**src/rtl/mu_acc_pkg.sv**
```systemverilog
// mu_acc_pkg
//   Shared constants for the mu-cost accumulator.
//   - ST_IDLE / ST_ISSUE / ST_HALT : sequencer state encodings
//   - MU_SAT          : all-ones pattern, sliced to the datapath width by users
//   - MU_BUDGET_RESET : budget value after reset (all-ones, so no budget limit)
//   MU_SAT and MU_BUDGET_RESET are 64 bits wide. Users slice them to W, so any
//   datapath width W <= 64 is supported.
package mu_acc_pkg;

  localparam logic [1:0] ST_IDLE  = 2'd0;
  localparam logic [1:0] ST_ISSUE = 2'd1;
  localparam logic [1:0] ST_HALT  = 2'd2;

  localparam logic [63:0] MU_SAT          = '1;
  localparam logic [63:0] MU_BUDGET_RESET = MU_SAT;

endpackage

```
**src/rtl/mu_cost_accumulator.sv**
```systemverilog
// mu_cost_accumulator
//   Sequencer and ledger around the external combinational mu-ALU adder.
//   A delta is accepted through a valid/ready handshake. The block presents
//   (running total, delta) to the ALU and waits for alu_ready. It then commits
//   the sum to the ledger, saturating at all-ones on wrap-around, and halts when
//   the ledger exceeds the programmed budget.
//
//   Handshake: a delta is transferred on a rising edge where in_valid and
//   in_ready are both 1. in_ready does not depend on in_valid. The producer
//   holds in_delta stable while in_valid is 1.
//
//   Ports
//     clk, rst_n            clock, asynchronous active-low reset
//     clear                 synchronous clear of ledger, flags and FSM (highest priority)
//     in_valid/in_ready     delta handshake
//     in_delta [W]          unsigned mu-cost increment
//     budget_load/budget_in budget register write (any state)
//     alu_operand_a/b [W]   to mu-ALU: total, captured delta (0 outside ISSUE)
//     alu_result [W]        from mu-ALU: a + b mod 2^W
//     alu_ready             from mu-ALU: result valid this cycle
//     mu_total [W]          committed ledger
//     commit_valid          one-cycle pulse after each commit
//     overflow              sticky: a commit wrapped
//     budget_halt           sticky: ledger exceeded budget
//     commit_count [CNT_W]  commit counter (0 unless MU_ACC_STATS_EN is defined)
//     state_dbg [2]         current sequencer state (mu_acc_pkg encodings)
//
//   Build option: define MU_ACC_STATS_EN to build the saturating commit counter.
//   When the macro is not defined, commit_count is tied to 0.
module mu_cost_accumulator
  import mu_acc_pkg::*;
#(
  parameter int W     = 32,
  parameter int CNT_W = 16
) (
  input  logic             clk,
  input  logic             rst_n,
  input  logic             clear,
  input  logic             in_valid,
  output logic             in_ready,
  input  logic [W-1:0]     in_delta,
  input  logic             budget_load,
  input  logic [W-1:0]     budget_in,
  output logic [W-1:0]     alu_operand_a,
  output logic [W-1:0]     alu_operand_b,
  input  logic [W-1:0]     alu_result,
  input  logic             alu_ready,
  output logic [W-1:0]     mu_total,
  output logic             commit_valid,
  output logic             overflow,
  output logic             budget_halt,
  output logic [CNT_W-1:0] commit_count,
  output logic [1:0]       state_dbg
);

  localparam logic [W-1:0] SAT       = MU_SAT[W-1:0];
  localparam logic [W-1:0] BUDGET_RV = MU_BUDGET_RESET[W-1:0];

  logic [1:0]   state_q;
  logic [W-1:0] total_q;
  logic [W-1:0] delta_q;
  logic [W-1:0] budget_q;
  logic         commit_valid_q;
  logic         overflow_q;
  logic         halt_q;

  logic         accept;
  logic         commit;
  logic         ovf;
  logic [W-1:0] next_total;

  // in_ready is low during reset and during the clear cycle, even in IDLE.
  assign in_ready = rst_n && !clear && (state_q == ST_IDLE);
  assign accept   = in_valid && in_ready;
  assign commit   = (state_q == ST_ISSUE) && alu_ready;

  // The sum wrapped if and only if it is smaller than the old total.
  assign ovf        = (alu_result < total_q);
  assign next_total = ovf ? SAT : alu_result;

  assign alu_operand_a = total_q;
  assign alu_operand_b = (state_q == ST_ISSUE) ? delta_q : '0;

  assign mu_total     = total_q;
  assign commit_valid = commit_valid_q;
  assign overflow     = overflow_q;
  assign budget_halt  = halt_q;
  assign state_dbg    = state_q;

  always_ff @(posedge clk or negedge rst_n) begin
    if (!rst_n) begin
      state_q        <= ST_IDLE;
      total_q        <= '0;
      delta_q        <= '0;
      commit_valid_q <= 1'b0;
      overflow_q     <= 1'b0;
      halt_q         <= 1'b0;
    end else if (clear) begin
      state_q        <= ST_IDLE;
      total_q        <= '0;
      delta_q        <= '0;
      commit_valid_q <= 1'b0;
      overflow_q     <= 1'b0;
      halt_q         <= 1'b0;
    end else begin
      commit_valid_q <= 1'b0;
      case (state_q)
        ST_IDLE: begin
          if (accept) begin
            delta_q <= in_delta;
            state_q <= ST_ISSUE;
          end
        end
        ST_ISSUE: begin
          if (commit) begin
            total_q        <= next_total;
            commit_valid_q <= 1'b1;
            overflow_q     <= overflow_q | ovf;
            // Compare against budget_q as it was before this edge. A budget
            // load in the same cycle only affects later commits.
            if (next_total > budget_q) begin
              halt_q  <= 1'b1;
              state_q <= ST_HALT;
            end else begin
              state_q <= ST_IDLE;
            end
          end
        end
        ST_HALT: state_q <= ST_HALT;
        default: state_q <= ST_IDLE;
      endcase
    end
  end

  // The budget is written in any state. It keeps its value through clear.
  always_ff @(posedge clk or negedge rst_n) begin
    if (!rst_n) begin
      budget_q <= BUDGET_RV;
    end else if (budget_load) begin
      budget_q <= budget_in;
    end
  end

`ifdef MU_ACC_STATS_EN
  logic [CNT_W-1:0] count_q;

  always_ff @(posedge clk or negedge rst_n) begin
    if (!rst_n) begin
      count_q <= '0;
    end else if (clear) begin
      count_q <= '0;
    end else if (commit && (count_q != {CNT_W{1'b1}})) begin
      count_q <= count_q + 1'b1;
    end
  end

  assign commit_count = count_q;
`else
  assign commit_count = '0;
`endif

endmodule
```
**config.mk**
```make
export PLATFORM = sky130hd
export DESIGN_NAME = mu_cost_accumulator
export DESIGN_NICKNAME = d
export VERILOG_FILES = /design/src/rtl/mu_acc_pkg.sv /design/src/rtl/mu_cost_accumulator.sv
export SDC_FILE = /design/constraint.sdc
export NUM_CORES = 1
export LEC_CHECK = 0
export ABC_AREA = 1
export CAP_MARGIN = 5
export CELL_PAD_IN_SITES_DETAIL_PLACEMENT = 1
export CELL_PAD_IN_SITES_GLOBAL_PLACEMENT = 2
export CORE_MARGIN = 2
export CORE_UTILIZATION = 26
export DETAILED_ROUTE_END_ITERATION = 12
export PLACE_DENSITY_LB_ADDON = 0.1
export RECOVER_POWER = 25
export SYNTH_ARGS = -nofsm -noshare
export SYNTH_HDL_FRONTEND = slang
export SYNTH_SLANG_ARGS = --single-unit
```
**constraint.sdc**
```tcl
create_clock -name clk -period 2.9 [get_ports clk]
set_input_delay 0.58 -clock clk [delete_from_list [all_inputs] [get_ports clk]]
set_output_delay 0.58 -clock clk [all_outputs]
set_load 0.01 [all_outputs]
```
==> flow_metrics.env <==
export IMPL_die_h_um=163
export IMPL_antenna_cells=0
export IMPL_drive_above_1_share=0.279
export IMPL_die_width_um=163
export IMPL_cts_sinks=101
export IMPL_nNetsFinal=1255
export IMPL_ir_drop_mv=0.278
export IMPL_final_util=0.416
export IMPL_synth_top_area_share=0.264
export IMPL_grt_overflow=0
export IMPL_area_growth_pct=58.6
export IMPL_rows=58
export IMPL_crit_fanout=8
export IMPL_violations="capacitance limit, slew limit"
export IMPL_outcome="finished with violations"
export IMPL_clk_pin_slew_ns=0.08
export IMPL_dp_hpwl_um=15400
export IMPL_rsz0062_at_grt="yes"
export IMPL_ys_top_cells_by_count="nand2_1 (189), inv_1 (142), o21ai_0 (72), dfrtp_1 (69), ha_1 (63)"
export IMPL_track_usage=0.163
export IMPL_wl_per_cell_um=14.8
export IMPL_io_buffers=203
export IMPL_dp_cells=1387
export IMPL_htreeDepth=3
export IMPL_clkPwrFrac=0.296
export IMPL_async_flop_share=1.00
export IMPL_cts_tree="done"
export IMPL_critPathCaptureType="flip-flop"
export IMPL_drt_iter0_drc=159
export IMPL_layout_cells_non_filler=1425
export IMPL_avgSynthCellArea_um2=8.00
export IMPL_slew_viol_final=58
export IMPL_yosys_warnings=0
export IMPL_grt_pass1_vias=6399
export IMPL_vias=5963
export IMPL_powerDensity_nw_per_um2=403
export IMPL_syn_instance_count=818
export IMPL_finalSetupViolations=0
export IMPL_synth_seq_cells=101
export IMPL_cts_buffers=9
export IMPL_fill_cells=2927
export IMPL_relSlewSlack=-0.0414
export IMPL_io_pins=220
export IMPL_gp_congestion=0.745
export IMPL_clkLatencyLatePin_ns=0.36
export IMPL_intPower_mw=2.82
export IMPL_seqPwrFrac=0.374
export IMPL_yosysTopAreaCell="dfrtp_1"
export IMPL_ant_nets=0
export IMPL_fmax_mhz=346
export IMPL_stdcell_area_um2=10400
export IMPL_fin_crit_ns=2.89
export IMPL_skew_ns=0.00588
export IMPL_min_period_over_period=0.996
export IMPL_wl_um=21100
export IMPL_drc=0
export IMPL_placed_area_um2=9310
export IMPL_cts_path_max_buffers=2
export IMPL_hold_class="reg2reg"
export IMPL_antenna_found_initial=0
export IMPL_synth_edf_count=0
export IMPL_drt_first_pass_iters=6
export IMPL_via_per_inst=4.18
export IMPL_die_area_um2=26500
export IMPL_cap_violations=1
export IMPL_worst_slew_pin_slew_ns=1.56
export IMPL_leakage_nw=4.81
export IMPL_swShare=0.326
export IMPL_p_switching_mw=1.36
export IMPL_ys_flop_type="dfrtp_1"
export IMPL_yosysMostFrequentCell="nand2_1"
export IMPL_hold_buffers=0
export IMPL_start_util=0.262
export IMPL_grt_pass1_wl_um=33800
export IMPL_crit_path_start_kind="flip-flop"
export IMPL_grt_max_degree=58
export IMPL_ys_types=30
export IMPL_ys_seq_area_frac=0.392
export IMPL_crit_type="reg2reg"
export IMPL_crit_required_ns=3.19
export IMPL_critPathArrivalTime_ns=3.18
export IMPL_hold_violations=0
export IMPL_p_comb_frac=0.330
export IMPL_holdWs_ns=0.496
export IMPL_syn_cell_area_um2=6540
export IMPL_core_um2=25000
export IMPL_ctsRootBufferMaster="clkbuf_16"
export IMPL_synth_area_leaders="dfrtp_1 (26%), dfstp_2 (13%), ha_1 (12%)"
==> per-stage QoR <==
step / setup TNS, ns / power [mW] / worst slack (ns)
global route: -0.309 / 4.47 / -0.162
floorplan: 0 / 2.21 / 0.0789
finish: 0 / 4.18 / 0.0112
detailed placement: -2.05 / 2.76 / -0.909
global placement: -1.76 / 2.75 / -0.858
CTS: -0.301 / 4.16 / -0.188
==> routing by layer <==
metal  vias up  GRT usage  routed length, um
met5         -          0                  0
met4         0     0.0442                346
met3        15     0.0334                969
met2       123      0.281              10300
met1      2816      0.209               9500
li1       3009          -                  -
==> logic make-up (layout without fill, tap and decap cells) <==
kind of cell | count (synthesis) | in the layout | share of synthesized area
flip-flops | 101 | 101 | 0.392
adder cells (fa/ha/maj) | 63 | 63 | 0.120
other | 1 | 16 | 0.000573
multiplexers | 1 | 1 | 0.00172
AND/OR/NAND/NOR | 317 | 317 | 0.230
AO/OA/AOI/OAI | 114 | 114 | 0.0902
buffers and inverters | 221 | 483 | 0.164
==> critical path, stage by stage, from the launching register on <==
cell,delay (ns)
dfrtp_1,0.37
inv_2,0.06
ha_4,0.26
nand2_2,0.08
buf_4,0.15
nor4_4,0.31
nand2_4,0.11
nand2_8,0.12
buf_12,0.18
nand2_8,0.06
ha_4,0.27
nand4_1,0.17
nor4_2,0.26
buf_4,0.16
nand2_2,0.05
nand2_2,0.06
nand2_2,0.05
a21oi_2,0.11
==> layout by cell type, fill, tap and decap left out, drive strengths merged <==
master | netlist | routed
nand2 | 223 | 223
clkdlybuf4s50 | 0 | 169
inv | 143 | 148
buf | 58 | 120
o21ai | 74 | 74
dfrtp | 69 | 69
ha | 63 | 63
nor2 | 51 | 51
nand3 | 36 | 36
a21oi | 34 | 34
dfstp | 32 | 32
clkbuf | 19 | 18
conb | 1 | 16
clkdlybuf4s15 | 0 | 13
dlygate4sd2 | 0 | 11
nand4 | 3 | 3
a21o | 2 | 2
o21a | 2 | 2
nor3 | 2 | 2
nor4 | 2 | 2
clkinv | 1 | 2
mux2 | 1 | 1
o21bai | 1 | 1
o221ai | 1 | 1
clkinvlp | 0 | 1
dlymetal6s2s | 0 | 1
==> worst paths after layout <==
check                                        from                to  slack, ns  cells past startpoint
worst max-delay path            alu_operand_a[23]      state_dbg[1]       0.01                     17
worst min-delay path                 budget_q[28]      budget_q[28]       0.50                      2
worst max register to register  alu_operand_a[23]      state_dbg[1]       0.01                     17
worst min register to register       budget_q[28]      budget_q[28]       0.50                      2
max in group asynchronous                   rst_n  alu_operand_a[1]       1.03                      2
min in group asynchronous                   rst_n        delta_q[4]       0.78                      2
==> what timing repair did <==
item | in CTS | in global routing
gates cloned | 1 | 0
buffers inserted | 11 | 13
gates resized for setup | 108 | 79
setup endpoints to repair | 2 | 2
pin swaps | 54 | 49
==> state kept, by name, summed over array words and instances, names as in the netlist <==
signal	flops
state_dbg	2
commit_valid	1
overflow	1
delta_q	32
budget_halt	1
alu_operand_a	32
budget_q	32
==> area by class of cell <==
type / count / area [um^2] / area share
multi-input combinational: 511 / 3590 / 0.346
tap: 330 / 413 / 0.0398
timing repair buffer: 323 / 2980 / 0.287
inverter: 144 / 541 / 0.0521
clock buffer: 9 / 225 / 0.0217
sequential: 101 / 2570 / 0.247
clock inverter: 7 / 62.6 / 0.00603
==> power by group through the flow <==
stage          Combinational, mW  Clock (mW)  Sequential, mW
2_1_floorplan              0.603           0            1.60
3_3_place_gp                1.17           0            1.58
3_5_place_dp                1.18           0            1.59
4_1_cts                     1.30        1.30            1.56
5_1_grt                     1.55        1.35            1.57
6_report                    1.38        1.24            1.56
(Power assumes the default switching activity.)
==> RTL change 1: new RTL, config.mk and constraints unchanged <==
The option `MU_ACC_STATS_EN` is turned on by a define.
--- a/src/rtl/mu_cost_accumulator.sv
+++ b/src/rtl/mu_cost_accumulator.sv
@@ -27,6 +27,8 @@
 //
 //   Build option: define MU_ACC_STATS_EN to build the saturating commit counter.
 //   When the macro is not defined, commit_count is tied to 0.
+`define MU_ACC_STATS_EN
+
 module mu_cost_accumulator
   import mu_acc_pkg::*;
 #(
Formal check against the unedited RTL: not equivalent (a bounded check fails within 4 cycles, from zero or initial values and one cycle with rst_n low).
==> RTL change 1 against the unedited design <==
The run ends with max-capacitance violations, max-slew violations, negative setup slack left; clock skew up 0.0050 ns; synthesized area up 13%; power up 28%; core utilization up 0.33 points; worst setup slack worse by 0.14 ns; non-clock buffer count up 5; register-to-register slack worse by 0.12 ns; via count up 16%; routed wire length up 19%; sequential cell count up 16; cell area up 12%; largest cell class unchanged.
==> RTL change 1: results (changes against the unedited design) <==
| Metric | Value |
|---|---|
| Setup TNS Final | `-0.234 ns (-0.234 ns)` |
| # resized after CTS | `106 (-1.9%)` |
| WL/cell | `15.5 um (+5.0%)` |
| Reg-to-Reg Start | `alu_operand_a[27]$_DFFE_PN0P_` |
| Hold Startpoint | `budget_q[23]$_DFFE_PN1P_` |
| Cells after Synth | `933 (+14%)` |
| Fin worst setup slack | `-0.131 ns (-0.142 ns)` |
| Number of post-CTS setup repair buffers | `9 (-2)` |
| Number of port buffers | `219 (+7.9%)` |
| Pre-CTS setup slack | `-1.16 ns (-0.249 ns)` |
| Maxcap violations | `3 (+2)` |
| Status | `finished with violations` |
| Pins Over Slew Limit | `156 (+170%)` |
| Hold_ws | `0.492 ns (-0.00472 ns)` |
| Register area share after synthesis | `40.2% (+0.95 points)` |
| Initial antenna violation count | `1 (+1)` |
| Unique masters post-synth | `36 (+20%)` |
| Worst path slowest cell | `nor4_4` |
| Worst Hold End | `budget_q[23]$_DFFE_PN1P_` |
| Post-Route M1 WL | `11,800 um (+24%)` |
| Filler Cells Inserted | `3,284 (+12%)` |
| Failing checks | `max-capacitance violations, max-slew violations, negative setup slack` |
| CTS Buf Count | `17 (+8)` |
| Synth area leaders | `dfrtp_1 (29%), dfstp_2 (11%), nand2_1 (11%)` |
| DP Area | `10,400 sq um (+12%)` |
| Crit-path max cell delay | `0.32 ns (-0.05 ns)` |
| DR iter-0 viols | `247 (+55%)` |
| Final setup vio count | `2 (+2)` |
| Placed insts | `1,563 (+13%)` |
==> RTL change 1: changes by cell type after synthesis, moves of 8 or more <==
cell,delta
nand2_1,+34
nor2_1,+15
nor3_1,+8
buf_4,-19
dfrtp_1,+16
nand3_1,+11
==> RTL change 1: kinds of logic (layout without fill, tap and decap cells) <==
family                     after synthesis  after routing  share of synthesized area [%]
AOI/OAI and AO/OA                      125            125                           8.72
xor gates and xnor gates                 5              5                          0.593
adders and majority gates               64             64                           10.8
buffers and inverters                  219            516                           13.6
DFF                                    117            117                           40.2
muxes                                    1              1                          0.152
and+or+nand+nor                        402            402                           25.9
==> RTL change 1: final cells by class <==
class	instances	area (sq um)	area share [%]
clock inverter	14	153	1.31
multi-input combinational	597	4030	34.5
tap	378	473	4.05
inverter	156	586	5.02
sequential	117	2970	25.4
clock buffer	18	439	3.76
timing repair buffer	328	3030	26.0
==> RTL change 2: new RTL, same flow settings <==
Made on the original files. Put one more register stage on the output `overflow`, with the module's reset. The value now appears one clock later. The other outputs are not delayed to match.
--- a/src/rtl/mu_cost_accumulator.sv
+++ b/src/rtl/mu_cost_accumulator.sv
@@ -83,7 +83,13 @@
 
   assign mu_total     = total_q;
   assign commit_valid = commit_valid_q;
-  assign overflow     = overflow_q;
+  always_ff @(posedge clk or negedge rst_n) begin
+    if (!rst_n) begin
+      overflow <= '0;
+    end else begin
+      overflow <= overflow_q;
+    end
+  end
   assign budget_halt  = halt_q;
   assign state_dbg    = state_q;
 
Check against the original RTL: not equivalent (a bounded check fails within 10 cycles, from zero or initial values and one cycle with rst_n low).
==> RTL change 2 against the unedited design <==
The flow finishes with violations (max-capacitance violations, max-slew violations, negative setup slack); critical path depth grew 1; core utilization shrank 0.40 points; worst hold slack lost 0.12 ns; global-route usage grew 0.18 points; power grew 1.7%; sequential cell count grew 1; fmax shrank 4.0%; routed wire length grew 2.2%; worst setup slack lost 0.12 ns; cell area shrank 0.96%; synthesized area grew 0.38%; critical endpoint unchanged; largest power group unchanged; highest routed layer unchanged.
==> RTL change 2: results (changes against the unedited design) <==
| Metric | Value |
|---|---|
| Global Route Usage Sum | `16.5% (+0.18 points)` |
| Synth area leaders | `dfrtp_1 (27%), dfstp_2 (13%), ha_1 (12%)` |
| Failing checks | `max-capacitance violations, max-slew violations, negative setup slack` |
| Final RePlAce weighted congestion | `0.705 (-5.4%)` |
| Worst Hold End | `overflow$_DFF_PN0_` |
| Setup TNS Final | `-0.196 ns (-0.196 ns)` |
| WL/cell | `15.2 um (+2.5%)` |
| Pre-CTS setup slack | `-1.06 ns (-0.153 ns)` |
| Maxcap violations | `1 (unchanged)` |
| Syn-to-layout area delta | `56.5%` |
| Adder-cell share of the synthesized area | `12.0% (-0.046 points)` |
| Clock skew | `0.0173 ns (+0.0114 ns)` |
| Clock group | `1310 uW (+6%)` |
| Most frequent cells after synthesis | `nand2_1 (189), inv_1 (142), o21ai_0 (72)` |
| Pins Over Slew Limit | `58 (unchanged)` |
| Worst Reg-to-Reg Cells | `20 (+3)` |
| Bufs w/o clock | `316 (-2.2%)` |
| Antenna diode count | `1 (+1)` |
| Worst vdd ir | `0.000297 V (+6.5%)` |
| Fin worst setup slack | `-0.108 ns (-0.119 ns)` |
| Fin nets | `1,250 (-0.40%)` |
| WL met3 | `828 um (-15%)` |
| Vias in the first global route | `6,508 (+1.7%)` |
| Reg2Reg Setup Slack | `-0.10 ns (-0.11 ns)` |
| Met1 Usage GRT | `21.0% (+0.098 points)` |
| Status | `finished with violations` |
| DR pass1 iterations | `4 (-2)` |
| Initial antenna violation count | `1 (+1)` |
| Compound-cell area share of the yosys netlist | `8.99% (-0.034 points)` |
| Syn Area/Cell | `8.02 sq um (+0.26%)` |
| Final setup vio count | `2 (+2)` |
| First-pass GRT wire length | `34,100 um (+0.69%)` |
| Multi-input logic area | `3510 sq um (-2.3%)` |
| Hold_ws | `0.378 ns (-0.118 ns)` |
| Share of layout cells above drive strength 1 | `27.2% (-0.79 points)` |
[RTL change 2: logic make-up after synthesis]
kind of cell	Yosys count
AO/OA/AOI/OAI	114
adder cells (fa/ha/maj)	63
buffers and inverters	221
flip-flops	102
multiplexers	1
other	1
AND/OR/NAND/NOR	317
[RTL change 2: how the worst max path moves through the flow]
stage                                        startpoint                       end  slack, ns
after floorplan                          alu_result[31]  state_dbg[1]$_DFFE_PN0P_       0.08
after global placement                    alu_result[5]  state_dbg[1]$_DFFE_PN0P_      -1.01
after detailed placement                  alu_result[5]   budget_halt$_DFFE_PN0P_      -1.06
after CTS                 alu_operand_a[26]$_DFFE_PN0P_  state_dbg[1]$_DFFE_PN0P_      -0.28
after global routing      alu_operand_a[24]$_DFFE_PN0P_  state_dbg[1]$_DFFE_PN0P_      -0.28
final                                    alu_result[18]  state_dbg[1]$_DFFE_PN0P_      -0.11
